## src/rtl/dhcp_client_fsm.sv

```systemverilog
// DHCP client control stage: sequences DISCOVER/REQUEST through the TX
// handshake, runs the retry and lease/T1/T2 timers and publishes the lease.
//
// TX handshake: tx_req rises together with tx_type/tx_broadcast/req_ipaddr/
// req_serverid and all of them hold until the cycle tx_ack=1 is sampled.
// tx_req then drops and tx_type returns to 00. tx_ack with tx_req=0 is
// ignored. While a message is pending, parser strobes are dropped and no
// timer counts.
module dhcp_client_fsm #(
  parameter int unsigned CLKS_PER_SEC = 125000000,
  parameter int unsigned RETRY_SEC    = 4,
  parameter int unsigned MAX_RETRY    = 3,
  parameter int unsigned MIN_LEASE    = 8
) (
  input  logic        clock,
  input  logic        reset,
  input  logic        enable,
  input  logic        dhcpoffer,
  input  logic        dhcpacknowledge,
  input  logic [31:0] YIAddr,
  input  logic [31:0] SIAddr,
  input  logic [31:0] ipleasetime,
  output logic        tx_req,
  output logic [1:0]  tx_type,
  output logic        tx_broadcast,
  output logic [31:0] req_ipaddr,
  output logic [31:0] req_serverid,
  input  logic        tx_ack,
  output logic        bound,
  output logic [31:0] my_ipaddr,
  output logic [31:0] lease_remaining,
  output logic [2:0]  state_out,
  output logic        fail
);

  typedef enum logic [2:0] {
    S_INIT       = 3'd0,
    S_SELECTING  = 3'd1,
    S_REQUESTING = 3'd2,
    S_BOUND      = 3'd3,
    S_RENEWING   = 3'd4,
    S_REBINDING  = 3'd5
  } state_t;

  localparam logic [1:0] TX_NONE     = 2'b00;
  localparam logic [1:0] TX_DISCOVER = 2'b01;
  localparam logic [1:0] TX_REQUEST  = 2'b11;

  localparam int          PW         = $clog2(CLKS_PER_SEC);
  localparam logic [PW-1:0] PRESC_MAX = PW'(CLKS_PER_SEC - 1);
  localparam logic [31:0] RETRY_LOAD = 32'(RETRY_SEC);
  localparam logic [31:0] RETRY_MAX  = 32'(MAX_RETRY);
  localparam logic [31:0] LEASE_MIN  = 32'(MIN_LEASE);

  state_t        state_q;
  logic [PW-1:0] presc_q;
  logic          sec_tick;
  logic          tx_req_q, tx_bcast_q, bound_q, fail_q, inf_q;
  logic [1:0]    tx_type_q;
  logic [31:0]   req_ip_q, req_sid_q, my_ip_q;
  logic [31:0]   offered_q, server_q;
  logic [31:0]   retry_q, retry_cnt_q;
  logic [31:0]   lease_q, t1_q, t2_q, elapsed_q;
  logic [31:0]   lease_d, t1_d, t2_d, elapsed_d;
  logic          inf_d;

  assign sec_tick = (presc_q == PRESC_MAX);

  // Lease values derived from the parser fields on an ACK, and the next elapsed count.
  always_comb begin
    lease_d   = (ipleasetime < LEASE_MIN) ? LEASE_MIN : ipleasetime;
    t1_d      = lease_d >> 1;
    t2_d      = lease_d - (lease_d >> 3);
    inf_d     = (ipleasetime == 32'hFFFF_FFFF);
    elapsed_d = elapsed_q + 32'd1;
  end

  // Free-running one-second prescaler; runs in every state.
  always_ff @(posedge clock or posedge reset) begin
    if (reset)         presc_q <= '0;
    else if (sec_tick) presc_q <= '0;
    else               presc_q <= presc_q + PW'(1);
  end

  // Client state machine with all TX and lease outputs registered.
  always_ff @(posedge clock or posedge reset) begin
    if (reset) begin
      state_q     <= S_INIT;
      tx_req_q    <= 1'b0;
      tx_type_q   <= TX_NONE;
      tx_bcast_q  <= 1'b0;
      req_ip_q    <= '0;
      req_sid_q   <= '0;
      bound_q     <= 1'b0;
      my_ip_q     <= '0;
      fail_q      <= 1'b0;
      offered_q   <= '0;
      server_q    <= '0;
      retry_q     <= '0;
      retry_cnt_q <= '0;
      lease_q     <= '0;
      t1_q        <= '0;
      t2_q        <= '0;
      inf_q       <= 1'b0;
      elapsed_q   <= '0;
    end else begin
      fail_q <= 1'b0;
      if (!enable) begin
        // Abandon everything, including a pending message, without a fail pulse.
        state_q     <= S_INIT;
        tx_req_q    <= 1'b0;
        tx_type_q   <= TX_NONE;
        tx_bcast_q  <= 1'b0;
        req_ip_q    <= '0;
        req_sid_q   <= '0;
        bound_q     <= 1'b0;
        my_ip_q     <= '0;
        retry_q     <= '0;
        retry_cnt_q <= '0;
        lease_q     <= '0;
        t1_q        <= '0;
        t2_q        <= '0;
        inf_q       <= 1'b0;
        elapsed_q   <= '0;
      end else if (tx_req_q) begin
        if (tx_ack) begin
          tx_req_q  <= 1'b0;
          tx_type_q <= TX_NONE;
          retry_q   <= RETRY_LOAD;
          if (state_q == S_INIT) state_q <= S_SELECTING;
        end
      end else begin
        if (sec_tick && (retry_q != '0)) retry_q <= retry_q - 32'd1;
        case (state_q)
          S_INIT: begin
            tx_req_q   <= 1'b1;
            tx_type_q  <= TX_DISCOVER;
            tx_bcast_q <= 1'b1;
            req_ip_q   <= '0;
            req_sid_q  <= '0;
          end
          S_SELECTING: begin
            if (dhcpoffer) begin
              offered_q   <= YIAddr;
              server_q    <= SIAddr;
              retry_cnt_q <= '0;
              state_q     <= S_REQUESTING;
              tx_req_q    <= 1'b1;
              tx_type_q   <= TX_REQUEST;
              tx_bcast_q  <= 1'b1;
              req_ip_q    <= YIAddr;
              req_sid_q   <= SIAddr;
            end else if (retry_q == '0) begin
              tx_req_q   <= 1'b1;
              tx_type_q  <= TX_DISCOVER;
              tx_bcast_q <= 1'b1;
              req_ip_q   <= '0;
              req_sid_q  <= '0;
            end
          end
          S_REQUESTING: begin
            if (dhcpacknowledge) begin
              lease_q   <= lease_d;
              t1_q      <= t1_d;
              t2_q      <= t2_d;
              inf_q     <= inf_d;
              elapsed_q <= '0;
              my_ip_q   <= offered_q;
              bound_q   <= 1'b1;
              state_q   <= S_BOUND;
            end else if (retry_q == '0) begin
              if (retry_cnt_q < RETRY_MAX) begin
                retry_cnt_q <= retry_cnt_q + 32'd1;
                tx_req_q    <= 1'b1;
                tx_type_q   <= TX_REQUEST;
                tx_bcast_q  <= 1'b1;
                req_ip_q    <= offered_q;
                req_sid_q   <= server_q;
              end else begin
                fail_q  <= 1'b1;
                state_q <= S_INIT;
              end
            end
          end
          S_BOUND: begin
            // Thresholds are tested against the value elapsed is about to take.
            if (sec_tick && !inf_q) begin
              elapsed_q <= elapsed_d;
              if (elapsed_d >= t1_q) begin
                state_q    <= S_RENEWING;
                tx_req_q   <= 1'b1;
                tx_type_q  <= TX_REQUEST;
                tx_bcast_q <= 1'b0;
                req_ip_q   <= my_ip_q;
                req_sid_q  <= server_q;
              end
            end
          end
          S_RENEWING, S_REBINDING: begin
            if (dhcpacknowledge) begin
              lease_q   <= lease_d;
              t1_q      <= t1_d;
              t2_q      <= t2_d;
              inf_q     <= inf_d;
              elapsed_q <= '0;
              state_q   <= S_BOUND;
            end else if (sec_tick && !inf_q) begin
              if ((state_q == S_REBINDING) && (elapsed_d >= lease_q)) begin
                bound_q   <= 1'b0;
                my_ip_q   <= '0;
                lease_q   <= '0;
                elapsed_q <= '0;
                state_q   <= S_INIT;
              end else begin
                elapsed_q <= elapsed_d;
                if ((state_q == S_RENEWING) && (elapsed_d >= t2_q)) begin
                  state_q    <= S_REBINDING;
                  tx_req_q   <= 1'b1;
                  tx_type_q  <= TX_REQUEST;
                  tx_bcast_q <= 1'b1;
                  req_ip_q   <= my_ip_q;
                  req_sid_q  <= server_q;
                end
              end
            end
          end
          default: state_q <= S_INIT;
        endcase
      end
    end
  end

  assign tx_req          = tx_req_q;
  assign tx_type         = tx_type_q;
  assign tx_broadcast    = tx_bcast_q;
  assign req_ipaddr      = req_ip_q;
  assign req_serverid    = req_sid_q;
  assign bound           = bound_q;
  assign my_ipaddr       = my_ip_q;
  assign lease_remaining = bound_q ? (lease_q - elapsed_q) : 32'd0;
  assign state_out       = state_q;
  assign fail            = fail_q;

endmodule

```

## config.mk

```make
export PLATFORM = sky130hd
export DESIGN_NAME = dhcp_client_fsm
export DESIGN_NICKNAME = d
export VERILOG_FILES = /design/src/rtl/dhcp_client_fsm.sv
export SDC_FILE = /design/constraint.sdc
export NUM_CORES = 1
export LEC_CHECK = 0
export ABC_CLOCK_PERIOD_IN_PS = 20800
export CORE_ASPECT_RATIO = 0.8
export CORE_MARGIN = 2
export CORE_UTILIZATION = 50
export DETAILED_ROUTE_END_ITERATION = 16
export GPL_TIMING_DRIVEN = 0
export PLACE_DENSITY_LB_ADDON = 0.12
export SYNTH_ARGS = -nofsm -noshare
export SYNTH_HDL_FRONTEND = slang
export SYNTH_SLANG_ARGS = --single-unit
```

## constraint.sdc

```tcl
create_clock -name clock -period 20.8 [get_ports clock]
set_input_delay 6.24 -clock clock [delete_from_list [all_inputs] [get_ports clock]]
set_output_delay 6.24 -clock clock [all_outputs]
set_load 0.01 [all_outputs]
```

After elaboration in Yosys (flattened, before gate mapping)
Cells that the tools add are included.

cells by class
  $add $sub $neg = 6
  order comparisons = 5
  equality and inequality tests = 49
  mux-type cells = 145
  bitwise logic cells = 1
  reduce and logical (&&, ||, !) cells = 20

operators with widths
  cell                                                         count
  2-to-1 mux 32 bit                                            62
  case mux 32 bit (5 select lines)                             2
  case mux 32 bit (2 select lines)                             3
  >= comparator 32 bit                                         3
  case mux 32 bit (3 select lines)                             1
  adder 32 x 1 -> 32 bit, second input constant                2
  != test 4 bit, second input constant                         13
  2-to-1 mux 1 bit                                             43
  2-to-1 mux 3 bit                                             14
  != test 3 bit, second input constant                         14
  == test 32 bit, second input constant                        1
  logical NOT 32 bit                                           1
  less-than comparator 32 x 2 -> 1 bit, second input constant  1
  less-than comparator 32 x 4 -> 1 bit, second input constant  1
  nonzero test 32 bit                                          1
  subtractor 32 x 1 -> 32 bit, second input constant           1
  subtractor 32 x 29 -> 32 bit                                 1
  subtractor 32 bit                                            1
  2-to-1 mux 2 bit                                             14
  adder 27 x 1 -> 27 bit, second input constant                1
  == test 27 bit, second input constant                        1
  2-to-1 mux 27 bit                                            1
  AND reduction 12 bit                                         2
  != test 5 bit, second input constant                         4
  other kinds (27)                                             38

storage, ports and cells
  flip-flop bits (word level) = 389
  input bits = 102
  output and inout port bits = 137
  word-level logic and storage cells = 245

Depth between registers and ports, before layout
  word-level depth = 10
  mapped depth = 21
  depth with buffers taken out = 19

Least setup slack after synthesis
Ideal clock, no wire load.

  path kind = input -> register
  from = input ipleasetime[31]
  to = register t2_q[26]
  library setup time = 0.133 ns
  data arrival time = 9.609 ns
  data required time = 20.667 ns
  path slack = 11.058 ns
  cell stages on the path = 17
  buffers on the path = 0
  cells stage by stage = nor4_1 -> nand4_1 -> nor2_1 -> or2_2 -> ha_1 -> inv_1 -> fa_1 -> a21o_1 -> a2111oi_0 -> o31a_1 -> a31oi_1 -> a41oi_1 -> o211ai_1 -> a311oi_1 -> o21ai_0 -> xnor2_1 -> o21ai_0

on the way
  cells in the longest elaborated chain, start to end = 7

ends and longest elaborated chain
  what                                  line      RTL
  start, declared                       22        input logic [31:0] ipleasetime,
  less-than comparator 32 x 4 -> 1 bit  71        lease_d = (ipleasetime < LEASE_MIN) ? LEASE_MIN : ipleasetime;
  2-to-1 mux 32 bit                     71
  subtractor 32 x 29 -> 32 bit          73        t2_d = lease_d - (lease_d >> 3);
  2-to-1 mux 32 bit                     162, 200
  2-to-1 mux 32 bit                     --
  2-to-1 mux 32 bit                     125       end else if (tx_req_q) begin
  2-to-1 mux 32 bit                     108       if (!enable) begin
  end signal, assigned                  165       t2_q <= t2_d;
  end signal, assigned                  203       t2_q <= t2_d;
  end, declared                         63        logic [31:0] lease_q, t1_q, t2_q, elapsed_q;

No other way between the ends. The select of a mux whose other input is x is not followed.
A chain may end at the register's enable or synchronous reset.

Final worst setup path
  from = register elapsed_q[3]
  to = output lease_remaining[31]

on the way
  cells in the longest elaborated chain, start to end = 2

ends and longest elaborated chain
  what                    line  RTL
  start, declared         63
  start signal, assigned  188   elapsed_q <= elapsed_d;
  start signal, assigned  215   elapsed_q <= elapsed_d;
  subtractor 32 bit       240   assign lease_remaining = bound_q ? (lease_q - elapsed_q) : 32'd0;
  2-to-1 mux 32 bit       240
  end, declared           31    output logic [31:0] lease_remaining,

No other way between the ends.

==> reports/results.txt <==
The kind of launch point of the worst setup path was a flip-flop. TritonCTS built the clock tree. Clock transition at the registers of the reported paths: 60 ps. Synthesis instantiated 71 different standard cells from the library. When the netlist entered floorplanning its net count stood at 2674. The total of max-cap violations is 0. The tools report the cell area after synthesis as 0.0226 mm^2. The worst-case IR drop observed on VDD is 0.0747 mV. In the synthesized netlist, the number of instances is 2411. Summing internal, switching and leakage power gives 2.63 mW. The analysis attributes to net switching a power of 0.971 mW. Flop and latch count out of synthesis: 388.

The part of the Yosys area used for sequential elements is 43.0%. Setup repair after global routing left no endpoint under its margin. The pre-antenna-repair detailed-routing pass consisted of 9 iterations. The number of buffers added by the clock tree synthesis step is 41. Share of the cycle needed by the critical path after routing: 55.1%.

Combinational cell fraction of total power: 35.3%. For this run, asynchronously set or reset flops after synthesis account for 100%. The startpoint identified for the worst register-to-register timing path is elapsed_q[0]$_DFFE_PP0P_. The area of the die is 0.0469 mm^2. The number of endpoints with negative hold slack in the final report was 0. The number of setup buffers added after CTS is 0. For the number of hold buffers added after CTS, the log shows 0.

Counting tap cells, the placed design contains a total of 3254 instances. The most critical setup path has its startpoint at elapsed_q[3]$_DFFE_PP0P_. The internal power of the cells came out at 1.66 mW.

The tools report the origin of the worst min-delay path as presc_q[4]$_DFF_PP0_. The routed layout has 19815 vias. The logs give 0 for the number of gates resized after CTS and 0 for the count of yosys warnings during synthesis. Data on the critical path is required at its endpoint by 14560 ps. The run gives 19169 as the number of global-route vias before repair. The share of power burned in registers is 36.2%. Timing analysis after detailed placement gives a worst setup slack of 9290 ps. The flow ran to the end, and the final reports show no timing, DRC or antenna violations. Measured on the finished design, the core utilization comes to 61.0%. Entering global routing, the biggest net connects 112 pins. For this configuration, the core starts out at a cell density of 50.7%.

The chip width is 242 um, and the clock latency at the later pin of the worst-skew pair is 560 ps. Static timing analysis puts the maximum clock frequency at 0.0872 GHz. Slowest cell on the critical path: sky130_fd_sc_hd__a2111oi_0. The quantity of I/O buffers inserted on ports came out at 237.

Setup violations remaining at the end of the flow were counted as 0. The routed design has 68.7 mm of wire. In this run the clock root is driven by a sky130_fd_sc_hd__clkbuf_16. CTS saw 388 sinks. Among all flip-flop cells after synthesis, the most frequent one is sky130_fd_sc_hd__dfrtp_1.

The number of routed nets with antenna violations was 0. The H-tree generated during clock tree synthesis spans 2 levels. The total overflow left after global routing is 0.

In this run the worst hold path is classified as reg2reg. STA classifies the critical path endpoint as a primary output. Average via count per standard cell: 5.95.

In this run, synthesis inferred 0 flip-flops with an integrated enable. The class of the most critical setup path was reg2out. The DRC violation total after the first TritonRoute iteration was 2018; the switching share of total power was 37.0%.

The clock passes through at most 3 buffers. In this run the core area contains 69 standard-cell rows. In this run the count of I/O pins placed on the die edge is 239. The biggest fanout along the worst timing path was 6. The routed design could run at a clock period as short as 11470 ps.

The largest clock skew in the final design was 18.2 ps. The floorplan step set the die height to 194 um. The post-route netlist has 5.94% of its cells at a drive strength greater than 1. Global routing used 28.9% of the available tracks. Data arrives at the worst endpoint at 5230 ps.

The HPWL after detailed placement is 52.5 mm, and the clock group share of total power is 28.5%. The count of cells in the finished layout, fillers not included, comes to 3331. For the pin with the worst max-slew slack, the measured transition is 1190 ps.

From synthesis to final layout, the design area changed by 20.3%. In this run the power density over the cells is 96.7 mW/mm^2. The worst pin sits at a relative slew slack of 19.9%. The worst register-to-register path has a setup slack of 13870 ps. For this run, the post-layout net count is 2958.

The max-slew violation count was 0; the total DRC errors in the routed layout was 0. The worst hold margin is 479 ps, and the mean cell area of the mapped netlist is 9.37 um^2. Routability-driven placement finished with a final weighted congestion of 0.914. In the final routed layout, each cell accounts on average for 20.6 um.

The first global-routing pass estimated 108 mm of wire. Setup slack on the critical path of the routed design comes to 9330 ps. The region available for standard cell placement spans 0.0445 mm^2.

For this design the static power due to leakage is 11.8 nW. The signal on the critical path passes through inv_1 > ha_1 > a21o_1 > a21oi_1 > a21boi_0 > a21boi_0 > o31ai_1 > a31oi_1 > a211oi_1 > a2111oi_0 > a21oi_1 > mux2i_1 > clkdlybuf4s50_1. The maximum cell stage delay along the critical path is 730 ps.

The initial antenna violation count was 2.
==> power groups by stage <==
stage               Combinational [mW]  Clock (mW)  Sequential (mW)
floorplan                        0.616           0            0.948
global placement                 0.887           0            0.956
detailed placement               0.906           0            0.962
CTS                              0.913       0.756            0.949
global route                      1.01       0.788            0.965
finish                           0.927       0.748            0.952
==> placed cells by master, fill, tap and decap left out, types with 36 or more instances in the layout <==
cell	Yosys	routed
sky130_fd_sc_hd__a21o_1	44	44
sky130_fd_sc_hd__a21oi_1	105	105
sky130_fd_sc_hd__a22o_1	39	39
sky130_fd_sc_hd__a22oi_1	36	36
sky130_fd_sc_hd__and2_1	46	46
sky130_fd_sc_hd__clkbuf_1	109	120
sky130_fd_sc_hd__clkbuf_16	0	43
sky130_fd_sc_hd__clkdlybuf4s50_1	0	237
sky130_fd_sc_hd__dfrtp_1	388	388
sky130_fd_sc_hd__ha_1	159	159
sky130_fd_sc_hd__inv_1	189	188
sky130_fd_sc_hd__mux2_2	65	65
sky130_fd_sc_hd__nand2_1	190	190
sky130_fd_sc_hd__nand3_1	119	119
sky130_fd_sc_hd__nand4_1	41	41
sky130_fd_sc_hd__nor2_1	146	146
sky130_fd_sc_hd__nor3_1	37	37
sky130_fd_sc_hd__nor4_1	36	36
sky130_fd_sc_hd__o21ai_0	164	164
sky130_fd_sc_hd__o31ai_1	73	73
sky130_fd_sc_hd__xnor2_1	89	89
==> through the flow <==
| stage | area [um^2] | setup TNS (ps) |
|---|---|---|
| finish | 27200 | 0 |
| global route | 27200 | 0 |
| CTS | 27200 | 0 |
| detailed placement | 25800 | 0 |
| global placement | 25700 | -290030 |
| floorplan | 22600 | 0 |
==> routing by layer <==
layer  GRT usage, %  share of wire, %  wire length, um  up-vias
met5              0                 0                0        -
met4           10.0               3.4             2300        0
met3           6.35               7.8             5350      130
met2           42.0                42            29100      712
met1           42.5                46            31900     9719
li1               -                 -                -     9254
==> cell families after synthesis <==
logic type / count (synthesis) / synth area share (%)
buf+inv: 320 / 5.42
compound gates: 624 / 18.6
flops: 388 / 43.0
xor+xnor: 121 / 4.69
mux: 66 / 3.28
simple gates: 731 / 16.0
fa+ha+maj: 161 / 8.98
==> flip-flops by register name, summed over array words and instances, names as in the netlist, 27 cells and up <==
signal        count
elapsed_q        32
lease_q          32
my_ipaddr        32
offered_q        32
req_ipaddr       32
req_serverid     32
retry_cnt_q      32
retry_q          32
server_q         32
t2_q             32
t1_q             31
presc_q          27
==> Yosys cell counts, types with 16 or more instances <==
cell                         n  area share, %
sky130_fd_sc_hd__a21o_1     44            1.5
sky130_fd_sc_hd__a21oi_1   105            2.3
sky130_fd_sc_hd__a222oi_1   32            1.4
sky130_fd_sc_hd__a22o_1     39            1.5
sky130_fd_sc_hd__a22oi_1    36            1.2
sky130_fd_sc_hd__and2_1     46            1.3
sky130_fd_sc_hd__and3_1     23           0.64
sky130_fd_sc_hd__buf_2      16           0.35
sky130_fd_sc_hd__clkbuf_1  109            1.8
sky130_fd_sc_hd__dfrtp_1   388             43
sky130_fd_sc_hd__ha_1      159            8.8
sky130_fd_sc_hd__inv_1     189            3.1
sky130_fd_sc_hd__mux2_2     65            3.2
sky130_fd_sc_hd__nand2_1   190            3.2
sky130_fd_sc_hd__nand2b_1   16           0.44
sky130_fd_sc_hd__nand3_1   119            2.6
sky130_fd_sc_hd__nand4_1    41            1.1
sky130_fd_sc_hd__nor2_1    146            2.4
sky130_fd_sc_hd__nor2b_1    23           0.64
sky130_fd_sc_hd__nor3_1     37           0.82
sky130_fd_sc_hd__nor4_1     36            1.0
sky130_fd_sc_hd__o21a_1     19           0.63
sky130_fd_sc_hd__o21ai_0   164            3.6
sky130_fd_sc_hd__o31ai_1    73            2.4
sky130_fd_sc_hd__or3_1      18           0.50
sky130_fd_sc_hd__xnor2_1    89            3.4
sky130_fd_sc_hd__xor2_1     32            1.2
==> path summary, 6_finish.rpt <==
path,endpoint,cells after the start
worst min register to register,presc_q[4]$_DFF_PP0_,1
worst min-delay path,presc_q[4]$_DFF_PP0_,1
worst max register to register,req_serverid[29]$_DFFE_PP0P_,21
min in group asynchronous,t1_q[28]$_DFFE_PP0P_,2
max in group asynchronous,retry_cnt_q[23]$_DFFE_PP0P_,5
worst max-delay path,lease_remaining[31],13
==> critical path, delay by kind of cell (launching register included) <==
family | cells | cell delay [ps]
buf+inv | 2 | 630
compound gates | 9 | 3030
flops | 1 | 470
mux | 1 | 200
fa+ha+maj | 1 | 350
==> area by class of cell <==
class	instances	area, um^2
repair buffers	241	2460
well taps	603	754
inverters	190	721
multi-input cells	1703	11700
fillers	3883	17400
diodes	2	5.00
clock buffers	62	1230
flip-flops and latches	388	9710
clock inverters	12	126
plain buffers	130	512
Note: power is estimated with default switching activity, not from simulation.
